## src/rtl/gf_horner_eval.sv

```systemverilog
// gf_horner_eval: Horner-rule evaluator of g(x) over GF(2^16) at alpha.
// Reads coefficients g_t..g_0 from a synchronous coefficient memory and
// feeds one Horner step per clock into an external registered
// multiply-add unit (C = A*B + ADD, one-cycle latency).
// Optional feature macro: HORNER_ZERO_FLAG_EN adds the is_root output.
//
// state | meaning
// IDLE  | waiting for start; accepting start issues read of g_t
// FETCH | first step: 0*alpha + g_t; issue read of g_{t-1} if t>0
// ITER  | step acc*alpha + g_i; issue next lower read while one remains
// DRAIN | acc_t on mul_c, capture into result
// DONE  | one-cycle done pulse
module gf_horner_eval #(
   parameter int M     = 16,
   parameter int DEG_W = 7
) (
   input  logic             clk,
   input  logic             rst,
   input  logic             start,
   input  logic [DEG_W-1:0] degree,
   input  logic [0:M-1]     alpha,
   output logic             coef_rd_en,
   output logic [DEG_W-1:0] coef_addr,
   input  logic [0:M-1]     coef_data,
   output logic [0:M-1]     mul_a,
   output logic [0:M-1]     mul_b,
   output logic [0:M-1]     mul_add,
   input  logic [0:M-1]     mul_c,
   output logic             busy,
   output logic             done,
   output logic [0:M-1]     result
`ifdef HORNER_ZERO_FLAG_EN
   ,
   output logic             is_root
`endif
);

   typedef enum logic [2:0] {
      S_IDLE  = 3'd0,
      S_FETCH = 3'd1,
      S_ITER  = 3'd2,
      S_DRAIN = 3'd3,
      S_DONE  = 3'd4
   } state_t;

   state_t           r_state;
   state_t           w_state_next;
   logic [DEG_W-1:0] r_addr;
   logic [0:M-1]     r_alpha;
   logic [0:M-1]     r_result;
   logic             w_accept;
   logic             w_addr_zero;

   // start is dropped when reset is asserted in the same cycle
   assign w_accept    = (r_state == S_IDLE) && start && !rst;
   // r_addr holds the index of the coefficient arriving this cycle, so it
   // doubles as the down-counter whose terminal count ends the iteration
   assign w_addr_zero = (r_addr == '0);

   // State register
   always_ff @(posedge clk) begin
      if (rst) begin
         r_state <= S_IDLE;
      end else begin
         r_state <= w_state_next;
      end
   end

   // Next-state logic
   always_comb begin
      w_state_next = r_state;
      case (r_state)
         S_IDLE:  if (w_accept) w_state_next = S_FETCH;
         S_FETCH: w_state_next = w_addr_zero ? S_DRAIN : S_ITER;
         S_ITER:  if (w_addr_zero) w_state_next = S_DRAIN;
         S_DRAIN: w_state_next = S_DONE;
         S_DONE:  w_state_next = S_IDLE;
         default: w_state_next = S_IDLE;
      endcase
   end

   // Output logic: memory reads, multiply-add operands, status
   always_comb begin
      coef_rd_en = 1'b0;
      coef_addr  = r_addr;
      mul_a      = '0;
      mul_b      = '0;
      mul_add    = '0;
      busy       = (r_state != S_IDLE);
      done       = (r_state == S_DONE);
      case (r_state)
         S_IDLE: begin
            if (w_accept) begin
               coef_rd_en = 1'b1;
               coef_addr  = degree;
            end
         end
         S_FETCH: begin
            mul_b   = r_alpha;
            mul_add = coef_data;
            if (!w_addr_zero) begin
               coef_rd_en = 1'b1;
               coef_addr  = r_addr - DEG_W'(1);
            end
         end
         S_ITER: begin
            mul_a   = mul_c;
            mul_b   = r_alpha;
            mul_add = coef_data;
            if (!w_addr_zero) begin
               coef_rd_en = 1'b1;
               coef_addr  = r_addr - DEG_W'(1);
            end
         end
         default: ;
      endcase
   end

   // Datapath registers: last issued address, latched alpha, result
   always_ff @(posedge clk) begin
      if (rst) begin
         r_addr   <= '0;
         r_alpha  <= '0;
         r_result <= '0;
      end else begin
         r_addr <= coef_addr;
         if (w_accept) r_alpha <= alpha;
         if (r_state == S_DRAIN) r_result <= mul_c;
      end
   end

   assign result = r_result;

`ifdef HORNER_ZERO_FLAG_EN
   logic r_is_root;

   // Zero flag captured alongside the result
   always_ff @(posedge clk) begin
      if (rst) begin
         r_is_root <= 1'b0;
      end else if (r_state == S_DRAIN) begin
         r_is_root <= (mul_c == '0);
      end
   end

   assign is_root = r_is_root;
`endif

endmodule
```

## config.mk

```make
export PLATFORM = sky130hd
export DESIGN_NAME = gf_horner_eval
export DESIGN_NICKNAME = d
export VERILOG_FILES = /design/src/rtl/gf_horner_eval.sv
export SDC_FILE = /design/constraint.sdc
export NUM_CORES = 1
export LEC_CHECK = 0
export BUFFER_PORTS_ARGS = -buffer_cell sky130_fd_sc_hd__buf_2
export CORE_MARGIN = 2
export CORE_UTILIZATION = 39
export CTS_BUF_LIST = sky130_fd_sc_hd__clkbuf_16
export DETAILED_ROUTE_END_ITERATION = 12
export GPL_TIMING_DRIVEN = 0
export PLACE_DENSITY = 0.87
export SLEW_MARGIN = 5
export SYNTH_ARGS = -nofsm -noshare
export SYNTH_HDL_FRONTEND = slang
export SYNTH_SLANG_ARGS = --single-unit
```

## constraint.sdc

```tcl
create_clock -name clk -period 2 [get_ports clk]
set_input_delay 0.5 -clock clk [delete_from_list [all_inputs] [get_ports clk]]
set_output_delay 0.5 -clock clk [all_outputs]
set_load 0.1 [all_outputs]
```

==> PnR_summary.wiki, run 1 <==
{| class="wikitable"
! Metric !! Value
|-
| Run status || complete, but fails checks
|-
| Violated checks || negative setup slack
|-
| CP bufs+invs || 2
|-
| Wire length of the first global-routing pass || approximately 16000 µm
|-
| Worst Path Arrival || 2.14 ns
|-
| Synthesis-to-layout area growth || 119%
|-
| Warning count from the yosys run || 0
|-
| Synth async-reset ratio || 0%
|-
| Clock tree from TritonCTS || built
|-
| Initial antenna violation count || 0
|-
| Number of synthesized flops with an enable pin || 0
|-
| Nature of the critical path endpoint || output port
|-
| Worst hold stages || 3
|-
| Number of global-route vias before repair || 3042
|-
| Total placed cells including tap cells || roughly 490
|-
| Nets || 523
|-
| Final setup margin || -0.645 ns
|-
| Number of instances in the synthesized netlist || 283
|-
| Maximum buffer depth of the clock tree || 2
|-
| Final-report hold violation count || 0
|-
| Later-pin clock latency in the skew report || 0.28 ns
|-
| Required time of the critical path || 1.50 ns
|-
| Worst max-slew margin expressed relative to the limit || 57.6%
|-
| Worst-Margin Slew || 0.627 ns
|-
| Max-cap violations || 0
|-
| Worst stage delay on the critical path || 0.52 ns
|-
| DR vias/cell || 5.86
|-
| FP Rows || 27
|-
| Count of distinct cell types in the synthesized netlist || 41
|-
| Min cycle time layout || ~2.6 ns
|-
| Unrepaired setup endpoints after global routing || true
|-
| Final setup vio count || 57
|-
| Clk slew on worst S/H paths || around 0.060 ns
|-
| Final WL || 12200 µm
|-
| Remaining global-route overflow || 0
|-
| Number of top-level design ports || between 100 and 150
|-
| Total GRT Usage || 32.2%
|-
| Final clock period utilization by the worst path || 132%
|-
| # diodes || 0
|-
| Critical path's slowest cell || sky130_fd_sc_hd__or4b_4
|-
| Worst min-delay path class || input port to flip-flop
|-
| Post-place setup slack || -0.820 ns
|-
| Die Wd || 79.4 µm
|-
| Routed vias || between 3000 and 4000
|-
| Hold Path Origin || alpha[5]
|-
| Clock sinks || 42
|-
| Number of clock buffers inserted by TritonCTS || 5
|-
| Final Skew || approximately 0.007 ns
|-
| Crit Path Class || flip-flop to output port
|-
| Total count of max-transition violations in the final report || 0
|-
| DRC violation total after the first TritonRoute iteration || 266
|-
| Syn Area/Cell || 7.83 µm²
|-
| Total number of H-tree levels || 2
|-
| Most common flop cell mapped by yosys || sky130_fd_sc_hd__dfxtp_1
|-
| Startpoint type of the worst setup path || flip-flop
|-
| Startpoint of the worst-slack reg-to-reg timing path || r_addr[1]$_SDFF_PP0_
|-
| Final routed wire length divided by cell count || about 23 µm
|-
| Cell-by-cell trace of the critical path || inv_4 > ha_4 > or4b_4 > nand2b_4 > nand4b_1 > nand3_4 > buf_12
|-
| First-pass detailed-route iteration total || 6
|-
| Logic depth of the worst register-to-register path || 9
|-
| Net count of the mapped netlist || 343
|-
| Achievable frequency || 378 MHz
|-
| Weighted congestion at the end of routability-driven global placement || between 0.8 and 0.9
|-
| Pin count of the biggest net entering global routing || 13
|-
| Synthesized cell area || 2220 µm²
|-
| Number of filler instances in the final layout || 224
|-
| Half-perimeter wire length of the detailed placement result || 4750 µm
|-
| Filler-free cell count of the finished design || ~540
|-
| Synthesis-stage register bit count || 42
|-
| Top Family by Delay on Critical Path || simple AND/OR/NAND/NOR gates
|-
| Height of the chip || 79.4 µm
|-
| Seq/Total Area, Yosys || 37.9%
|-
| Count of input and output buffers || 130
|-
| Fraction of final layout cells with drive strength greater than 1 || slightly above 60%
|-
| Placeable core region || 5510 µm²
|-
| Initial Utilization || a little over 40%
|-
| CTS root buf || sky130_fd_sc_hd__clkbuf_16
|-
| Floorplan die area || 6300 µm²
|-
| Total DRC errors in the routed layout || 0
|-
| Hold-fix buffer count after cts || 0
|-
| Beginning of the critical path || r_addr[1]$_SDFF_PP0_
|-
| Crit path depth || 7
|-
| Post-route ant nets || 0
|-
| Critical-path maximum fanout || 4
|}
## metrics by stage
step | area, µm² | TNS, ns | util (%) | hold slack (ns)
after floorplan | 2430 | -1.25 | - | 0.444
after global placement | 3170 | -19.66 | 57.6 | 0.438
after detailed placement | 3170 | -21.92 | 57.6 | 0.443
after CTS | 4610 | -12.46 | 83.7 | 0.415
after global routing | 4840 | -19.53 | 88.0 | 0.437
final | 4840 | -17.19 | 88.0 | 0.423
## logic make-up after synthesis
logic type	synth area share, %
fa+ha+maj	1.13
buf+inv	6.43
simple gates	38.3
flops	37.9
xor+xnor	0.734
compound gates	15.5
## flip-flops by register name, summed over array words and instances (netlist names)
signal   cells
r_alpha     16
r_state      3
result      16
r_addr       7
## repair_timing
action                                  CTS  global route
gates cloned                              4             1
setup buffers                            27            17
hold endpoints to repair                  0             0
gates resized for setup                 301            42
endpoints found under the setup margin   58            61
pin swaps                                34            27
## layer usage
layer  GRT usage (%)  up-vias  routed length (µm)
met3            7.35       73                1210
met2            57.7      275                6020
met5               0        -                   0
met1            34.6     1491                4320
li1                -     1304                   -
met4            18.3        0                 682
## cells in the mapped netlist (2+ instances only)
cell type / n / share of area [%]
sky130_fd_sc_hd__nand2b_1: 18 / 5.1
sky130_fd_sc_hd__inv_1: 5 / 0.85
sky130_fd_sc_hd__nand3_1: 6 / 1.4
sky130_fd_sc_hd__a32oi_1: 2 / 0.79
sky130_fd_sc_hd__a211oi_1: 2 / 0.68
sky130_fd_sc_hd__nor3_1: 3 / 0.68
sky130_fd_sc_hd__clkbuf_1: 13 / 2.2
sky130_fd_sc_hd__or2_2: 2 / 0.56
sky130_fd_sc_hd__a22oi_1: 2 / 0.68
sky130_fd_sc_hd__ha_1: 2 / 1.1
sky130_fd_sc_hd__o21ai_1: 4 / 0.90
sky130_fd_sc_hd__nor2_1: 8 / 1.4
sky130_fd_sc_hd__buf_6: 5 / 2.5
sky130_fd_sc_hd__a31oi_1: 4 / 1.1
sky130_fd_sc_hd__nor3b_1: 2 / 0.68
sky130_fd_sc_hd__a21oi_1: 20 / 4.5
sky130_fd_sc_hd__o21ai_0: 17 / 3.8
sky130_fd_sc_hd__dfxtp_1: 42 / 38
sky130_fd_sc_hd__and2_1: 48 / 14
sky130_fd_sc_hd__nand2_1: 57 / 9.7
## path summary, 6_finish.rpt
| kind | to | slack, ns |
|---|---|---|
| worst max register to register | r_state[0]$_SDFFE_PP0P_ | 0 |
| worst max-delay path | coef_addr[2] | -0.64 |
| worst min-delay path | r_alpha[5]$_SDFFE_PP0N_ | 0.42 |
| worst min register to register | result[10]$_SDFFE_PP0P_ | 0.45 |
## layout make-up
| class | count | area [µm²] | area share, % |
|---|---|---|---|
| clock inverter | 3 | 12.5 | 0.258 |
| inverter | 5 | 23.8 | 0.491 |
| buffer | 18 | 153 | 3.15 |
| tap | 72 | 90.1 | 1.86 |
| clock buffer | 5 | 125 | 2.58 |
| multi-input combinational | 216 | 1640 | 33.9 |
| sequential | 42 | 855 | 17.6 |
| timing repair buffer | 175 | 1940 | 40.1 |
## placed cells by master, fill, tap and decap left out, types with 3 or more instances in the layout
cell type                   count
sky130_fd_sc_hd__o21ai_0       16
sky130_fd_sc_hd__inv_1          4
sky130_fd_sc_hd__dfxtp_1       37
sky130_fd_sc_hd__nor2_1         6
sky130_fd_sc_hd__nand2_1       53
sky130_fd_sc_hd__buf_2         73
sky130_fd_sc_hd__buf_12        54
sky130_fd_sc_hd__clkbuf_16      6
sky130_fd_sc_hd__a31oi_1        4
sky130_fd_sc_hd__buf_6         25
sky130_fd_sc_hd__nand3_4        4
sky130_fd_sc_hd__dfxtp_4        3
sky130_fd_sc_hd__and2_4        48
sky130_fd_sc_hd__buf_8          8
sky130_fd_sc_hd__o21ai_4        4
sky130_fd_sc_hd__nand2_4        4
sky130_fd_sc_hd__buf_4         22
sky130_fd_sc_hd__a21oi_1       20
sky130_fd_sc_hd__nand2b_1      17
sky130_fd_sc_hd__clkbuf_1       8
## worst register-to-register path, cell delays in order (launching register included)
cell and delay [ns]:
sky130_fd_sc_hd__dfxtp_4 0.35, sky130_fd_sc_hd__inv_4 0.06, sky130_fd_sc_hd__ha_4 0.16, sky130_fd_sc_hd__or4b_4 0.52
sky130_fd_sc_hd__nor4_4 0.26, sky130_fd_sc_hd__buf_6 0.17, sky130_fd_sc_hd__buf_6 0.12, sky130_fd_sc_hd__buf_6 0.09
sky130_fd_sc_hd__nor2_2 0.04, sky130_fd_sc_hd__nor3_2 0.16
Power of run 1 is left out: the tool's default activity adds up to more than one toggle a clock period on the data nets, which glitch-free logic cannot reach.
==> run 2, diff against run 1 <==
--- a/config.mk
+++ b/config.mk
@@ -6,12 +6,14 @@
 export NUM_CORES = 1
 export LEC_CHECK = 0
 export BUFFER_PORTS_ARGS = -buffer_cell sky130_fd_sc_hd__buf_2
+export CELL_PAD_IN_SITES_DETAIL_PLACEMENT = 1
+export CELL_PAD_IN_SITES_GLOBAL_PLACEMENT = 1
 export CORE_MARGIN = 2
-export CORE_UTILIZATION = 39
+export CORE_UTILIZATION = 27
 export CTS_BUF_LIST = sky130_fd_sc_hd__clkbuf_16
 export DETAILED_ROUTE_END_ITERATION = 12
 export GPL_TIMING_DRIVEN = 0
-export PLACE_DENSITY = 0.87
+export PLACE_DENSITY = 0.88
 export SLEW_MARGIN = 5
 export SYNTH_ARGS = -nofsm -noshare
 export SYNTH_HDL_FRONTEND = slang
==> PnR_summary.wiki, run 2 (same netlist as run 1, synthesis figures left out) <==
{| class="wikitable"
! Metric !! Value
|-
| Run status || complete, but fails checks
|-
| Violated checks || negative setup slack
|-
| Top Family by Delay on Critical Path || simple AND/OR/NAND/NOR gates
|-
| Worst min-delay path class || input port to flip-flop
|-
| Later-pin clock latency in the skew report || 0.29 ns (about the same)
|-
| Number of global-route vias before repair || 2953 (-2.9%)
|-
| Number of clock buffers inserted by TritonCTS || 5 (unchanged)
|-
| Final clock period utilization by the worst path || 126% (-6.2 points)
|-
| Most common library cell in the layout ignoring fill and taps || sky130_fd_sc_hd__buf_2
|-
| Crit Path Class || flip-flop to output port
|-
| Die Wd || 94.6 µm (+19%)
|-
| Startpoint of the worst-slack reg-to-reg timing path || r_addr[0]$_SDFF_PP0_
|-
| First-pass detailed-route iteration total || 4 (-2)
|-
| Worst Hold Path EP || r_alpha[0]$_SDFFE_PP0N_
|-
| Final instance area || 4760 µm² (-1.8%)
|-
| Critical-path maximum fanout || 3 (-1)
|-
| Post-route ant nets || 0 (unchanged)
|-
| Placeable core region || 8090 µm² (+47%)
|-
| Achievable frequency || 397 MHz (+4.9%)
|-
| Worst R2R Setup Slack || 0.02 ns (+0.02 ns)
|-
| Cell-by-cell trace of the critical path || inv_4 > ha_4 > or4b_4 > nor4_4 > o21ai_2 > nand2_4 > buf_12
|-
| Count of input and output buffers || 130 (unchanged)
|-
| Routed vias || 2769 (-12%)
|-
| Final setup vio count || 56 (-1.8%)
|-
| DRC violation total after the first TritonRoute iteration || 68 (-74%)
|-
| Worst Path Arrival || 2.02 ns (-0.12 ns)
|-
| Fin Setup TNS || -13.46 ns (+3.72 ns)
|-
| Clk slew on worst S/H paths || 0.07 ns (about the same)
|-
| Floorplan die area || 8950 µm² (+42%)
|-
| Logic depth of the worst register-to-register path || 9 (unchanged)
|-
| Total number of H-tree levels || 2 (unchanged)
|-
| Nature of the critical path endpoint || output port
|-
| Worst max-slew margin expressed relative to the limit || 65.1% (+7.5 points)
|-
| Total DRC errors in the routed layout || 0 (unchanged)
|-
| Final setup margin || -0.521 ns (+0.124 ns)
|-
| Initial antenna violation count || 0 (unchanged)
|-
| Area after detailed placement || 3210 µm² (+1.3%)
|-
| Total GRT Usage || 20.9% (-11 points)
|-
| Number of top-level design ports || 132 (unchanged)
|-
| Endpoint of the worst register-to-register path || r_state[0]$_SDFFE_PP0P_
|-
| Initial Utilization || 27.4% (-13 points)
|-
| Most frequent cells in the layout || sky130_fd_sc_hd__buf_2 (74), sky130_fd_sc_hd__buf_12 (57), sky130_fd_sc_hd__nand2_1 (54)
|-
| Worst stage delay on the critical path || 0.49 ns (-0.03 ns)
|-
| Final-report hold violation count || 0 (unchanged)
|-
| Fraction of final layout cells with drive strength greater than 1 || 60.0% (-1.0 points)
|-
| Hold Path Origin || alpha[0]
|-
| Synthesis-to-layout area growth || 115%
|-
| Total count of max-transition violations in the final report || 0 (unchanged)
|-
| Maximum buffer depth of the clock tree || 2 (unchanged)
|-
| # diodes || 0 (unchanged)
|-
| Final WL || 11000 µm (-9.9%)
|-
| Clock sinks || 42 (unchanged)
|-
| Clock tree from TritonCTS || built
|-
| Height of the chip || 94.6 µm (+19%)
|-
| CTS root buf || sky130_fd_sc_hd__clkbuf_16
|-
| Pin count of the biggest net entering global routing || 16 (+3)
|-
| Final Skew || 0.00619 ns (-0.000801 ns)
|-
| Required time of the critical path || 1.50 ns (about the same)
|-
| Unrepaired setup endpoints after global routing || true
|-
| Remaining global-route overflow || 0 (unchanged)
|-
| Final worst hold slack || 0.414 ns (-0.00902 ns)
|-
| Max-cap violations || 0 (unchanged)
|-
| DR vias/cell || 4.97 (-15%)
|-
| Min cycle time layout || 2.52 ns (-0.124 ns)
|-
| FP Rows || 33 (+22%)
|-
| End-of-flow core utilization || 58.8% (-29 points)
|-
| Nets || 511 (-2.3%)
|-
| Weighted congestion at the end of routability-driven global placement || 0.818 (-4.5%)
|-
| Startpoint type of the worst setup path || flip-flop
|-
| Final routed wire length divided by cell count || 19.8 µm (-13%)
|-
| Worst-Margin Slew || 0.524 ns (-0.103 ns)
|-
| CP bufs+invs || 2 (unchanged)
|-
| Worst hold stages || 3 (unchanged)
|-
| Half-perimeter wire length of the detailed placement result || 5800 µm (+22%)
|-
| Critical path's slowest cell || sky130_fd_sc_hd__or4b_4
|-
| Wire length of the first global-routing pass || 14400 µm (-7.8%)
|}
## run 2: cell types whose count changed in the layout (fill, tap and decap cells not counted), moves of 2 or more
cell                        previous run  this run
sky130_fd_sc_hd__buf_12               54        57
sky130_fd_sc_hd__buf_4                22        18
sky130_fd_sc_hd__buf_6                25        11
sky130_fd_sc_hd__clkbuf_16             6         8
sky130_fd_sc_hd__o21ai_1               1         3
sky130_fd_sc_hd__o21ai_2               0         2
sky130_fd_sc_hd__o21ai_4               4         0
## run 2: how the worst max path moves through the flow
stage / from / end / slack [ns] / depth (start not counted)
floorplan: r_addr[1]$_SDFF_PP0_ / coef_addr[1] / -0.18 / 6
global placement: r_state[1]$_SDFFE_PP0P_ / mul_a[9] / -0.75 / 5
detailed placement: r_state[1]$_SDFFE_PP0P_ / mul_a[4] / -0.90 / 5
CTS: r_addr[0]$_SDFF_PP0_ / coef_rd_en / -0.56 / 7
global route: r_addr[0]$_SDFF_PP0_ / coef_addr[1] / -0.56 / 7
finish: r_addr[0]$_SDFF_PP0_ / coef_addr[1] / -0.52 / 7
## run 2: layout make-up
cell class / count / area [µm²]
Tap cell: 105 / 131
Inverter: 5 / 23.8
Sequential cell: 42 / 852
Fill cell: 873 / 3330
Clock inverter: 3 / 25.0
Multi-Input combinational cell: 216 / 1580
Buffer: 19 / 165
Timing Repair Buffer: 162 / 1860
Clock buffer: 5 / 125
## run 2: through the flow
| stage | worst slack [ns] | instances |
|---|---|---|
| floorplan | -0.175 | 283 |
| global placement | -0.751 | 518 |
| detailed placement | -0.905 | 518 |
| CTS | -0.565 | 548 |
| global route | -0.565 | 557 |
| finish | -0.521 | 557 |
## run 2: per-layer routing
metal | part of all wire (%) | up-vias | global-route usage (%)
met2 | 56 | 120 | 40.8
met1 | 35 | 1347 | 20.9
met5 | 0 | - | 0
met4 | 2.9 | 0 | 9.06
li1 | - | 1281 | -
met3 | 6.0 | 21 | 4.47
## run 2: tightest hold or removal path, stage by stage
cell,delay (ns)
sky130_fd_sc_hd__buf_2,0.07
sky130_fd_sc_hd__nand2_1,0.04
sky130_fd_sc_hd__o21ai_0,0.06
## run 2: what timing repair did
action                                  in CTS  in global routing
cloned                                       2                  3
pin swaps                                   16                  9
buffers inserted                            20                  7
hold buffers                                 0                  0
endpoints found under the setup margin      58                 59
resized for setup                          286                 38
Power of run 2 is left out for the same reason.
